<file path="src/rtl/rr_reg_write_arbiter.sv">
// rr_reg_write_arbiter: round-robin arbiter sharing one DEPTH x WIDTH register bank
// among N_REQ write requesters, with locked bursts of up to MAX_BURST writes per grant.
module rr_reg_write_arbiter #(
    parameter int N_REQ     = 4,
    parameter int WIDTH     = 8,
    parameter int DEPTH     = 4,
    parameter int ADDR_W    = 2,
    parameter int MAX_BURST = 4
) (
    input  logic                    clk_i,
    input  logic                    rst_i,
    input  logic [N_REQ-1:0]        req_valid_i,
    input  logic [N_REQ-1:0]        req_lock_i,
    input  logic [N_REQ*ADDR_W-1:0] req_addr_i,
    input  logic [N_REQ*WIDTH-1:0]  req_data_i,
    output logic [N_REQ-1:0]        req_ready_o,
    output logic                    grant_valid_o,
    output logic [2:0]              grant_id_o,
    output logic                    addr_err_o,
    output logic [DEPTH*WIDTH-1:0]  reg_q_o
);
    localparam int CNT_W = $clog2(MAX_BURST + 1);
    typedef enum logic {IDLE, OWN} state_e;
    state_e                   state_q;
    logic [2:0]               rr_ptr_q;
    logic [2:0]               grant_id_q;
    logic [CNT_W-1:0]         burst_cnt_q;
    logic                     addr_err_q;
    logic [DEPTH*WIDTH-1:0]   regs_q;
    logic [2:0]               winner_d;
    logic [2:0]               next_ptr;
    logic [3:0]               scan;
    logic [7:0]               valid_x;
    logic [7:0]               lock_x;
    logic [8*ADDR_W-1:0]      addr_x;
    logic [8*WIDTH-1:0]       data_x;
    logic                     own_valid;
    logic                     own_lock;
    logic                     own_bad;
    logic                     last_beat;
    logic [ADDR_W-1:0]        own_addr;
    logic [WIDTH-1:0]         own_data;
    // Pad request buses to 8 lanes so the 3-bit owner index selects without range issues
    assign valid_x   = 8'(req_valid_i);
    assign lock_x    = 8'(req_lock_i);
    assign addr_x    = (8*ADDR_W)'(req_addr_i);
    assign data_x    = (8*WIDTH)'(req_data_i);
    assign own_valid = valid_x[grant_id_q];
    assign own_lock  = lock_x[grant_id_q];
    assign own_addr  = addr_x[grant_id_q*ADDR_W +: ADDR_W];
    assign own_data  = data_x[grant_id_q*WIDTH +: WIDTH];
    assign own_bad   = 32'(own_addr) >= DEPTH;
    assign last_beat = !own_lock || (32'(burst_cnt_q) + 1 == MAX_BURST);
    assign next_ptr  = (grant_id_q == 3'(N_REQ - 1)) ? 3'd0 : grant_id_q + 3'd1;
    // Scan from farthest offset down so the lowest offset from rr_ptr wins
    always_comb begin
        winner_d = rr_ptr_q;
        scan     = '0;
        for (int k = N_REQ - 1; k >= 0; k--) begin
            scan     = {1'b0, rr_ptr_q} + 4'(k);
            scan     = (scan >= 4'(N_REQ)) ? scan - 4'(N_REQ) : scan;
            winner_d = valid_x[scan[2:0]] ? scan[2:0] : winner_d;
        end
    end
    always_ff @(posedge clk_i) begin
        if (rst_i) begin
            state_q     <= IDLE;
            rr_ptr_q    <= '0;
            grant_id_q  <= '0;
            burst_cnt_q <= '0;
            addr_err_q  <= 1'b0;
            regs_q      <= '0;
        end else if (state_q == IDLE) begin
            addr_err_q <= 1'b0;
            if (|req_valid_i) begin
                state_q     <= OWN;
                grant_id_q  <= winner_d;
                burst_cnt_q <= '0;
            end
        end else begin
            addr_err_q <= own_valid && own_bad;
            if (own_valid) begin
                burst_cnt_q <= burst_cnt_q + 1'b1;
                for (int i = 0; i < DEPTH; i++)
                    if (own_addr == ADDR_W'(i))
                        regs_q[i*WIDTH +: WIDTH] <= own_data;
            end
            if (!own_valid || last_beat) begin
                state_q  <= IDLE;
                rr_ptr_q <= next_ptr;
            end
        end
    end
    assign req_ready_o   = (state_q == OWN) ? N_REQ'(1) << grant_id_q : '0;
    assign grant_valid_o = state_q == OWN;
    assign grant_id_o    = grant_id_q;
    assign addr_err_o    = addr_err_q;
    assign reg_q_o       = regs_q;
endmodule
</file>
<file path="config.mk">
export PLATFORM = sky130hd
export DESIGN_NAME = rr_reg_write_arbiter
export DESIGN_NICKNAME = d
export VERILOG_FILES = /design/src/rtl/rr_reg_write_arbiter.sv
export SDC_FILE = /design/constraint.sdc
export NUM_CORES = 1
export LEC_CHECK = 0
export BUFFER_PORTS_ARGS = -buffer_cell sky130_fd_sc_hd__buf_2
export CAP_MARGIN = 5
export CELL_PAD_IN_SITES_DETAIL_PLACEMENT = 2
export CELL_PAD_IN_SITES_GLOBAL_PLACEMENT = 2
export CORE_UTILIZATION = 29
export DETAILED_ROUTE_END_ITERATION = 12
export PLACE_DENSITY_LB_ADDON = 0.1
export SYNTH_ARGS = -nofsm -noshare
export SYNTH_HDL_FRONTEND = slang
export SYNTH_SLANG_ARGS = --single-unit
</file>
<file path="constraint.sdc">
create_clock -name clk_i -period 2.55 [get_ports clk_i]
set_input_delay 0.1275 -clock clk_i [delete_from_list [all_inputs] [get_ports clk_i]]
set_output_delay 0.1275 -clock clk_i [all_outputs]
set_load 0.05 [all_outputs]
</file>
== Word level (Yosys, flattened, before mapping) ==
Cells that the tools add are included.
Word-level totals
  input port bits: 50
  bits in registers: 42
  word-level logic and storage cells: 79
  output and inout port bits: 41
Cells by class
  order comparisons: 9
  reductions and logical operators: 14
  muxes and demuxes: 28
  eq/ne operators: 6
  add/sub/neg operators: 10
  bitwise operators: 1
  shift-type cells: 3
Operators by type and width (count)
  variable part select 64 x 7 -> 8 bit: 1
  two-way mux 3 bit: 12
  less-than comparator 3 x 4 -> 1 bit (second input constant): 5
  binary-select mux 1 bit (select 3 bit): 6
  variable part select 16 x 5 -> 2 bit: 1
  greater-or-equal comparator 4 x 3 -> 1 bit (second input constant): 3
  AND reduction 3 bit: 4
  subtractor 3 bit (second input constant): 4
  two-way mux 1 bit: 9
  adder 3 x 1 -> 4 bit (second input constant): 2
  adder 3 x 2 -> 4 bit (second input constant): 2
  adder 3 x 1 -> 3 bit (second input constant): 2
  AND reduction 2 bit: 3
  equality test 2 bit (second input constant): 2
  equality test 4 x 3 -> 1 bit (second input constant): 1
  two-way mux 4 bit: 1
  OR reduction 4 bit: 1
  left shift 1 x 3 -> 4 bit (first input constant): 1
  equality test 3 x 2 -> 1 bit (second input constant): 1
  greater-or-equal comparator 3 bit (second input constant): 1
  equality test 2 x 1 -> 1 bit (second input constant): 1
  logical NOT 1 bit: 2
  logical NOT 2 bit: 1
  logical OR 1 bit: 2
  3 further kinds: 3

== Depth between registers and ports, before layout ==
Gate-level depths: netlist of the first run.
  depth after elaboration: 9
  gate-level depth with buffers: 10
  mapped depth without buffers: 7

== Least setup slack after synthesis of the first run ==
OpenSTA, ideal clock, no wires.
  kind: flip-flop to flip-flop
  start: reg grant_id_q[1] (netlist: grant_id_o[1])
  end: reg regs_q[0] (netlist: reg_q_o[0])
  buffers on the path: 1
  path slack: 216 ps
  cell stages (with the launch flop): 6
  library setup time: 128 ps
  period minus slack after synthesis: 2334 ps
  data required time: 2422 ps
  arrival time: 2206 ps
  cell sequence: dfxtp_1 buf_1 mux4_2 nor3_4 mux2i_1 nor2_1
On the way
  longest elaborated chain between the ends: 3
  elaborated cells on any way between the ends: 6
  those cells by class: shift: 2; mux: 2; reduce/logical: 2
Ends and longest elaborated chain
  start: declaration: RTL line 26  | logic [2:0] grant_id_q;
  start signal: assignment: RTL line 77  | grant_id_q <= winner_d;
  variable part select 16 x 5 -> 2 bit or binary-select mux 1 bit (select 3 bit) (tied branches): RTL line 50, 48
  logical NOT 2 bit or two-way mux 1 bit (tied branches): RTL line 85, 48
  AND reduction 3 bit (no source line)
  end signal: indexed assignment: RTL line 86  | regs_q[i*WIDTH +: WIDTH] <= own_data;
  end: declaration: RTL line 29  | logic [DEPTH*WIDTH-1:0] regs_q;
Parallel ways exist; a longest one is shown, timed or not. The select of a mux whose other input is x is not followed.
A chain may end at the register's enable or synchronous reset.

== Worst setup path after layout of the first run ==
  start: reg rr_ptr_q[1]
  end: reg grant_id_q[2] (netlist: grant_id_o[2])
On the way
  longest elaborated chain between the ends: 9
  elaborated cells on any way between the ends: 27
  those cells by class: add/sub: 7; order compare: 4; mux: 16
Ends and longest elaborated chain
  start: declaration: RTL line 25  | logic [2:0] rr_ptr_q;
  start signal: assignment: RTL line 90  | rr_ptr_q <= next_ptr;
  adder 3 x 2 -> 4 bit: RTL line 60  | scan = {1'b0, rr_ptr_q} + 4'(k);
  greater-or-equal comparator 4 x 3 -> 1 bit or subtractor 3 bit (tied branches): RTL line 61  | scan = (scan >= 4'(N_REQ)) ? scan - 4'(N_REQ) : scan;
  two-way mux 3 bit: RTL line 61
  binary-select mux 1 bit (select 3 bit): RTL line 62  | winner_d = valid_x[scan[2:0]] ? scan[2:0] : winner_d;
  two-way mux 1 bit (implied by the code): RTL line 62
  two-way mux 3 bit (3 in series): RTL line 62
  two-way mux 3 bit (*): RTL line 62
Mark *: on every way between the ends. The rest lies on a longest branch, timed or not. The select of a mux whose other input is x is not followed.

==> results of run 1 <==
-- critical path, stage by stage (launching register included) --
cell,delay [ps]
dfxtp_1,490
inv_1,170
ha_1,560
inv_1,160
nor2_1,130
nor2_1,50
or4b_1,510
a21oi_1,130
-- power groups by stage --
stage	registers, µW	logic [µW]	clock network [µW]
after global placement	744	640	0
after detailed placement	746	652	0
after CTS	731	656	485
after global routing	737	706	507
final	729	649	468
after floorplan	836	376	0
-- per-stage QoR --
stage / std cells / util
floorplan: 250 / -
global placement: 432 / 0.3752
detailed placement: 432 / 0.3752
CTS: 440 / 0.3871
global route: 440 / 0.3871
finish: 440 / 0.3871
-- cells in the mapped netlist, types with 2 or more instances --
library cell | count | area [µm²]
o21a_1 | 2 | 15.01
mux2i_1 | 36 | 360.4
or3_1 | 2 | 12.51
nand2b_1 | 2 | 12.51
a22oi_1 | 2 | 15.01
buf_4 | 3 | 22.52
nand3b_1 | 3 | 22.52
inv_1 | 7 | 26.28
nor2b_1 | 11 | 68.82
a21oi_1 | 8 | 40.04
o211ai_1 | 2 | 15.01
and2_1 | 4 | 25.02
o21ai_0 | 7 | 35.03
a2bb2oi_1 | 2 | 17.52
and3_1 | 2 | 12.51
mux2_2 | 4 | 45.04
a211oi_1 | 3 | 22.52
o311a_1 | 3 | 30.03
mux4_2 | 12 | 270.3
nand2_1 | 9 | 33.78
ha_1 | 8 | 100.1
nand4b_1 | 2 | 17.52
clkbuf_1 | 7 | 26.28
nor2_1 | 45 | 168.9
buf_2 | 5 | 25.02
dfxtp_1 | 42 | 840.8
-- area by class of cell --
type	instances	area, µm²	share of cell area
repair buffers	98	513.0	0.1680
clock inverters	3	25.02	0.008197
flip-flops and latches	42	840.8	0.2754
well taps	102	127.6	0.04180
multi-input cells	183	1451	0.4754
clock buffers	5	68.82	0.02254
inverters	7	26.28	0.008607
-- registers in the layout (all words and copies together) (netlist names) --
name / flops
reg_q_o: 32
burst_cnt_q: 3
grant_id_o: 3
rr_ptr_q: 3
grant_valid_o: 1
-- routing by layer --
layer	part of all wire	global-route usage
met1	0.48	0.2535
met2	0.47	0.3045
met3	0.044	0.03902
met4	0.0090	0.04231
met5	0	0
-- cells by family (layout without fill, tap and decap cells) --
logic type,after synthesis,count (layout),share of synthesized area
muxes,52,52,0.2801
and+or+nand+nor,87,87,0.1795
buffers and inverters,25,113,0.04979
adders and majority gates,8,8,0.04150
other,1,1,0.001555
AOI/OAI and AO/OA,35,35,0.09907
DFF,42,42,0.3485
-- final timing paths --
check            startpoint             end  slack [ps]  depth (start not counted)
min reg2reg  burst_cnt_q[2]  burst_cnt_q[2]         500                          2
max reg2reg     rr_ptr_q[1]   grant_id_o[2]         260                          7
min           req_data_i[7]     reg_q_o[31]         330                          4
max             rr_ptr_q[1]   grant_id_o[2]         260                          7
==> flow_summary.toml, run 1 <==
[status]
status = "completed"

[floorplan]
number_of_placement_rows = 32
initial_core_utilization = 0.3058
die_area_um2 = 8687
die_w_um = 93.21
fp.coreArea_um2 = 7888
chipHeight_um = 93.21
floorplan.io_pins = 91

[pwr]
power.density_nw_per_um2 = 604.8
clock_power_share = 0.254
seq_power_share = 0.395
overall_power_after_layout_uw = 1846
power.static_leakage_uw = 0.001506
p_sw_frac = 0.3828
maximum_resistive_drop_on_vdd_uv = 217.8
power.net_switching_uw = 706.9
combinationalPowerShare = 0.351
p_int_uw = 1140

[cells_and_area]
num-fill-cells = 914
antenna-diode-count = 0
nets = 395
flow.area_growth_from_synthesis_pct = 26.56
finalInstanceArea_um2 = 3053
top_library_cells_by_usage_in_the_layout_fill_and_taps_aside = "buf_2, nor2_1, dfxtp_1"
mostFrequentLayoutCell = "buf_2"
layout-drive-gt1-share = 0.3698

[synth]
number_of_enable_flip_flop_cells_after_synthesis = 0
ys_ff_latch = 42
yosysSeqAreaShare = 0.3485
synthesis.instances = 250
post_synthesis_mean_instance_area_um2 = 9.649
ys.flop_type = "dfxtp_1"
syn-cell-area_um2 = 2412
synth-async-reset-ratio = 0
syn_nets = 308
yosysUniqueCellTypes = 43
synth.yosys.warnings = 0

[setup_path]
crit_type = "register to register"
start_kind = "register"
critical_path_arrival_ps = 2520
critical_path_fanouts_max = 10
cp-end-kind = "register"
cp_data_required_time_ps = 2780

[job]
cap_violations = 0

[timing]
final_critical_path_setup_slack_ps = 259.1
hold_viol_final = 0
maxClockFrequency_mhz = 436.5
hold_slack_ps = 325.8
slew_headroom = 0.5226
worst_pin_slew_ps = 716.1
tns_ps = 0
finalWorstPathRequiredPeriod_ps = 2291
finalSetupViolations = 0
setup_repair_after_global_routing_missed_its_margin = "no"
finalClockSkew_ps = 10.76
timing_max_transition_violations_final = 0
final.period_utilization = 0.8984

[worst_hold_path]
worstHoldPathType = "input pin to register"

[clock_tree]
cts-resized-gates = 0
ctsHtreeMaxLevel = 2
inserted_clock_buffers = 5
clock_latency_at_the_later_pin_of_the_worst_skew_pair_ps = 310
cts_tree = "done"
cts_sinks = 42
post-cts-setup-buffers = 0
cts.clk_slew.worst_paths_ps = 100
cts-root-to-sink-buffers = 2
clockRootBuffer = "clkbuf_8"
ctsHoldBuffers = 0

[placed_design]
number_of_buffers_inserted_by_port_buffering = 89
placement.cell_area_um2 = 2959
detailedPlace.worstSlack_ps = 295.0
place_congestion = 0.8105
dp_hpwl_mm = 5.997

[global_route]
grt_first_pass_wirelength_mm = 12.47
antenna_found_initial = 0
track_usage = 0.1870
grt_remaining_overflow = 0
largest_net_degree_at_the_start_of_global_routing = 36
first_global_vias = 2339

[route]
drt-pass1-iter-count = 4
drt.antenna.violating_nets = 0
num_vias = 2248
via_per_inst = 5.109
detailedRoute.firstIterationViolations = 38
drc = 0
wl_per_cell_um = 17.52
finalWirelength_mm = 7.709
(Power assumes the default switching activity.)
==> inputs of run 2 (changes only) <==
--- a/constraint.sdc
+++ b/constraint.sdc
@@ -3,2 +3,2 @@
 set_output_delay 0.1275 -clock clk_i [all_outputs]
-set_load 0.05 [all_outputs]
+set_load 0.1 [all_outputs]
==> run 2 against run 1 <==
  * Clock skew is 5.2 ps lower
  * Combinational power is 22% higher
  * Die area stayed put
  * Sequential power is 0.7% lower
  * Total power is 7.1% higher
  * Sequential cell count stayed put
  * Critical endpoint is now grant_id_o[0]
  * Highest routed layer unchanged
==> flow_summary.toml, run 2 (same netlist as run 1, synthesis figures left out) <==
[timing]
finalClockSkew_ps = 5.542
finalSetupViolations = 0
final_critical_path_setup_slack_ps = 307.3
hold_viol_final = 0
setup_repair_after_global_routing_missed_its_margin = "no"
finalWorstPathRequiredPeriod_ps = 2243
worst_pin_slew_ps = 642.6
maxClockFrequency_mhz = 445.9
timing_max_transition_violations_final = 0
tns_ps = 0
final.period_utilization = 0.8795
slew_headroom = 0.5690

[cells_and_area]
mostFrequentLayoutCell = "buf_2"
multi_input_comb_area_um2 = 1454
top_library_cells_by_usage_in_the_layout_fill_and_taps_aside = "buf_2, nor2_1, dfxtp_1"
largest_register_ffs = 32
nets = 395
flow.area_growth_from_synthesis_pct = 26.71
antenna-diode-count = 0
seq_area_um2 = 843.3
layout-drive-gt1-share = 0.3787
num-fill-cells = 915

[pwr]
p_int_uw = 1139
power.static_leakage_uw = 0.001503
p_sw_frac = 0.4241
power.density_nw_per_um2 = 647.0
power.net_switching_uw = 838.9
combinationalPowerShare = 0.399
seq_power_share = 0.366
clock_power_share = 0.235
maximum_resistive_drop_on_vdd_uv = 209.7

[global_route]
antenna_found_initial = 0
grt_first_pass_wirelength_mm = 12.80
grt_remaining_overflow = 0
first_global_vias = 2425
track_usage = 0.1939
largest_net_degree_at_the_start_of_global_routing = 35

[clock_tree]
cts-root-to-sink-buffers = 2
clockRootBuffer = "clkbuf_8"
post-cts-setup-buffers = 0
cts-resized-gates = 0
clock_latency_at_the_later_pin_of_the_worst_skew_pair_ps = 300
inserted_clock_buffers = 5
ctsHtreeMaxLevel = 2
cts_tree = "done"
cts.clk_slew.worst_paths_ps = 90
cts_sinks = 42
ctsHoldBuffers = 0

[setup_path]
start_kind = "register"
critical_path_arrival_ps = 2440
cp_data_required_time_ps = 2750
crit_type = "register to register"
cp-end-kind = "register"
critical_path_fanouts_max = 10

[route]
wl_per_cell_um = 18.32
via_per_inst = 5.114
finalWirelength_mm = 8.060
detailedRoute.firstIterationViolations = 36
drc = 0
drt-pass1-iter-count = 4
num_vias = 2250
drt.antenna.violating_nets = 0

[placed_design]
dp_hpwl_mm = 6.288
place_congestion = 0.8066
number_of_buffers_inserted_by_port_buffering = 89
detailedPlace.worstSlack_ps = 357.3

[worst_hold_path]
worstHoldPathType = "input pin to register"

[floorplan]
initial_core_utilization = 0.3058
floorplan.io_pins = 91
die_w_um = 93.21
die_area_um2 = 8687
number_of_placement_rows = 32
chipHeight_um = 93.21
fp.coreArea_um2 = 7888

[job]
cap_violations = 0

[status]
status = "completed"
[run 2: cell count changes in the layout (fill, tap and decap cells not counted), sizes merged]
cell | before | now
clkinv | 1 | 0
clkinvlp | 1 | 2
[run 2: final cells by class]
type                       instances  share of cell area
timing repair buffer              98              0.1678
tap                              102             0.04175
clock inverter                     3            0.007777
inverter                           7            0.008596
sequential                        42              0.2759
multi-input combinational        183              0.4756
clock buffer                       5             0.02251
[run 2: critical path, stage by stage (launching register included)]
cell and delay (ps):
dfxtp_1 500, inv_1 110, ha_1 520, mux2i_1 130, o21a_1 170, a2111oi_0 440, nand3_1 130, o311a_1 140
[run 2: power by group through the flow]
stage	sequential, µW	combinational [µW]	clock [µW]
final	724	789	465
after global routing	731	843	509
after CTS	726	798	481
after detailed placement	741	794	0
after global placement	738	779	0
after floorplan	946	399	0
[run 2: metal layers]
layer	GRT usage	share of wire	up-vias
li1	-	-	1059
met1	0.2440	0.44	1130
met2	0.3297	0.50	55
met3	0.04797	0.044	6
met4	0.05128	0.0078	0
met5	0	0	-
[run 2: metrics by stage]
step | power (µW) | hold slack [ps] | area (µm²) | utilization | std cells
floorplan | 1345 | 418.8 | 2417 | - | 250
global placement | 1517 | 460.3 | 2964 | 0.3758 | 432
detailed placement | 1535 | 479.3 | 2964 | 0.3758 | 432
CTS | 2005 | 147.4 | 3057 | 0.3875 | 440
global route | 2083 | 159.7 | 3057 | 0.3875 | 440
finish | 1978 | 150.2 | 3057 | 0.3875 | 440
[run 2: final timing paths]
check | from | end | slack (ps) | depth (start not counted)
max reg2reg | rr_ptr_q[1] | grant_id_o[0] | 310 | 7
max | rr_ptr_q[1] | grant_id_o[0] | 310 | 7
min | rst_i | burst_cnt_q[1] | 150 | 2
min reg2reg | reg_q_o[29] | reg_q_o[29] | 500 | 2
==> inputs of run 3 (changes only) <==
- CTS_CLUSTER_SIZE: not set -> 28
- clock period: 2.55 -> 2.5 ns (I/O delays scaled with it)
==> run 3 against run 2 <==
  * Count of clock-buffer cells in the layout unchanged
  * Clock skew down 2.0 ps
  * Non-clock buffer count down 1
  * Die area unchanged
  * Critical path type unchanged
  * Highest routed layer unchanged
  * Sequential power up 3%
  * Total power up 2.2%
  * Fmax down 0.80%
  * Largest power group unchanged
  * Register-to-register slack worse by 70 ps
  * Critical endpoint unchanged
  * Largest cell class unchanged
==> flow_summary.toml, run 3 (same netlist as run 1, synthesis figures left out) <==
[timing]
timing_max_transition_violations_final = 0
finalSetupViolations = 0
tns_ps = 0
final_critical_path_setup_slack_ps = 239.3
maxClockFrequency_mhz = 442.3
finalWorstPathRequiredPeriod_ps = 2261
setup_repair_after_global_routing_missed_its_margin = "no"
finalClockSkew_ps = 3.565
final.period_utilization = 0.9043
hold_slack_ps = 317.8
worst_pin_slew_ps = 656.1
hold_viol_final = 0
slew_headroom = 0.5626

[pwr]
power.density_nw_per_um2 = 661.9
overall_power_after_layout_uw = 2021
maximum_resistive_drop_on_vdd_uv = 343.6
power.static_leakage_uw = 0.001496

[route]
finalWirelength_mm = 7.903
num_vias = 2217
drt.antenna.violating_nets = 0
via_per_inst = 5.050
drc = 0
wl_per_cell_um = 18.00
detailedRoute.firstIterationViolations = 43
drt-pass1-iter-count = 4

[global_route]
groute.layer.met2.usage = 0.3192
largest_net_degree_at_the_start_of_global_routing = 33
busiest_layer = "met2"
global_route.usage.met3 = 0.03333
grt_remaining_overflow = 0
first_global_vias = 2263
grt_first_pass_wirelength_mm = 12.59
track_usage = 0.1884
antenna_found_initial = 0
grtUsageMet1 = 0.2549

[cells_and_area]
mostFrequentLayoutCell = "buf_2"
antenna-diode-count = 0
flow.area_growth_from_synthesis_pct = 26.56
nets = 394
largest_register_ffs = 32
top_library_cells_by_usage_in_the_layout_fill_and_taps_aside = "buf_2, nor2_1, dfxtp_1"
layout-drive-gt1-share = 0.3798
finish.cell_count_without_fillers = 439

[clock_tree]
cts-root-to-sink-buffers = 2
cts.clk_slew.worst_paths_ps = 90
post-cts-setup-buffers = 0
inserted_clock_buffers = 5
clock_latency_at_the_later_pin_of_the_worst_skew_pair_ps = 300
cts_tree = "done"
ctsHtreeMaxLevel = 2
clockRootBuffer = "clkbuf_8"
cts_sinks = 42

[setup_path]
critical_path.cell_chain = "inv_1, ha_2, mux2i_1, o21a_1, a2111oi_1, nand3_1, o311a_1"
crit_type = "register to register"
critical_path_fanouts_max = 10
cp-end-kind = "register"
critical-path-slowest-cell = "dfxtp_1"
start_kind = "register"
cp_data_required_time_ps = 2690
cp_slowest_stage_delay_ps = 500
critical_path_arrival_ps = 2450

[status]
status = "completed"

[placed_design]
number_of_buffers_inserted_by_port_buffering = 89
dp.cells = 431
dp_hpwl_mm = 6.121
place_congestion = 0.8257
detailedPlace.worstSlack_ps = 205.2

[floorplan]
number_of_placement_rows = 32
floorplan.io_pins = 91
fp.coreArea_um2 = 7888
chipHeight_um = 93.21
die_area_um2 = 8687
die_w_um = 93.21
initial_core_utilization = 0.3058

[job]
cap_violations = 0

[worst_hold_path]
worstHoldPathType = "input pin to register"
==> run 3: final cells by class <==
cell class / count / area, µm²
sequential: 42 / 843.3
clock inverter: 3 / 23.77
clock buffer: 5 / 68.82
tap: 102 / 127.6
inverter: 7 / 26.28
fill: 915 / 4835
multi-input combinational: 183 / 1458
timing repair buffer: 97 / 505.5
==> run 3: per-stage QoR <==
step,util,cell area (µm²)
2_1_floorplan,-,2417
3_3_place_gp,0.3748,2957
3_5_place_dp,0.3748,2957
4_1_cts,0.3866,3049
5_1_grt,0.3871,3053
6_report,0.3871,3053
==> run 3: final timing paths <==
check                       from              to  slack [ps]  cells after the start
setup / recovery     rr_ptr_q[1]   grant_id_o[0]         240                      7
setup reg to reg     rr_ptr_q[1]   grant_id_o[0]         240                      7
hold / removal     req_data_i[7]     reg_q_o[31]         320                      4
hold reg to reg   burst_cnt_q[2]  burst_cnt_q[2]         500                      2
==> run 3: where the power goes <==
group          switching (µW)  total, µW  internal [µW]  leakage, µW
Combinational             545        802            256      0.00111
Sequential               37.9        743            705     0.000341
Clock                     276        476            200    0.0000408
Total                     859       2020           1160      0.00150
==> run 3: metal layers <==
layer / vias to the layer above / wire length, µm
li1: 1055 / -
met4: 0 / 47
met1: 1110 / 3774
met5: - / 0
met3: 5 / 250
met2: 47 / 3830
==> run 3: timing repair <==
item / in CTS / in global routing
resized for setup: 0 / 2
setup endpoints to repair: 0 / 1
hold buffers: 0 / 0
==> run 3: critical path, delay by kind of cell (launching register included) <==
| family | cells | cell delay (ps) |
|---|---|---|
| flip-flops | 1 | 500 |
| AND/OR/NAND/NOR | 1 | 150 |
| multiplexers | 1 | 100 |
| AO/OA/AOI/OAI | 3 | 720 |
| adder cells (fa/ha/maj) | 1 | 500 |
| buffers and inverters | 1 | 180 |
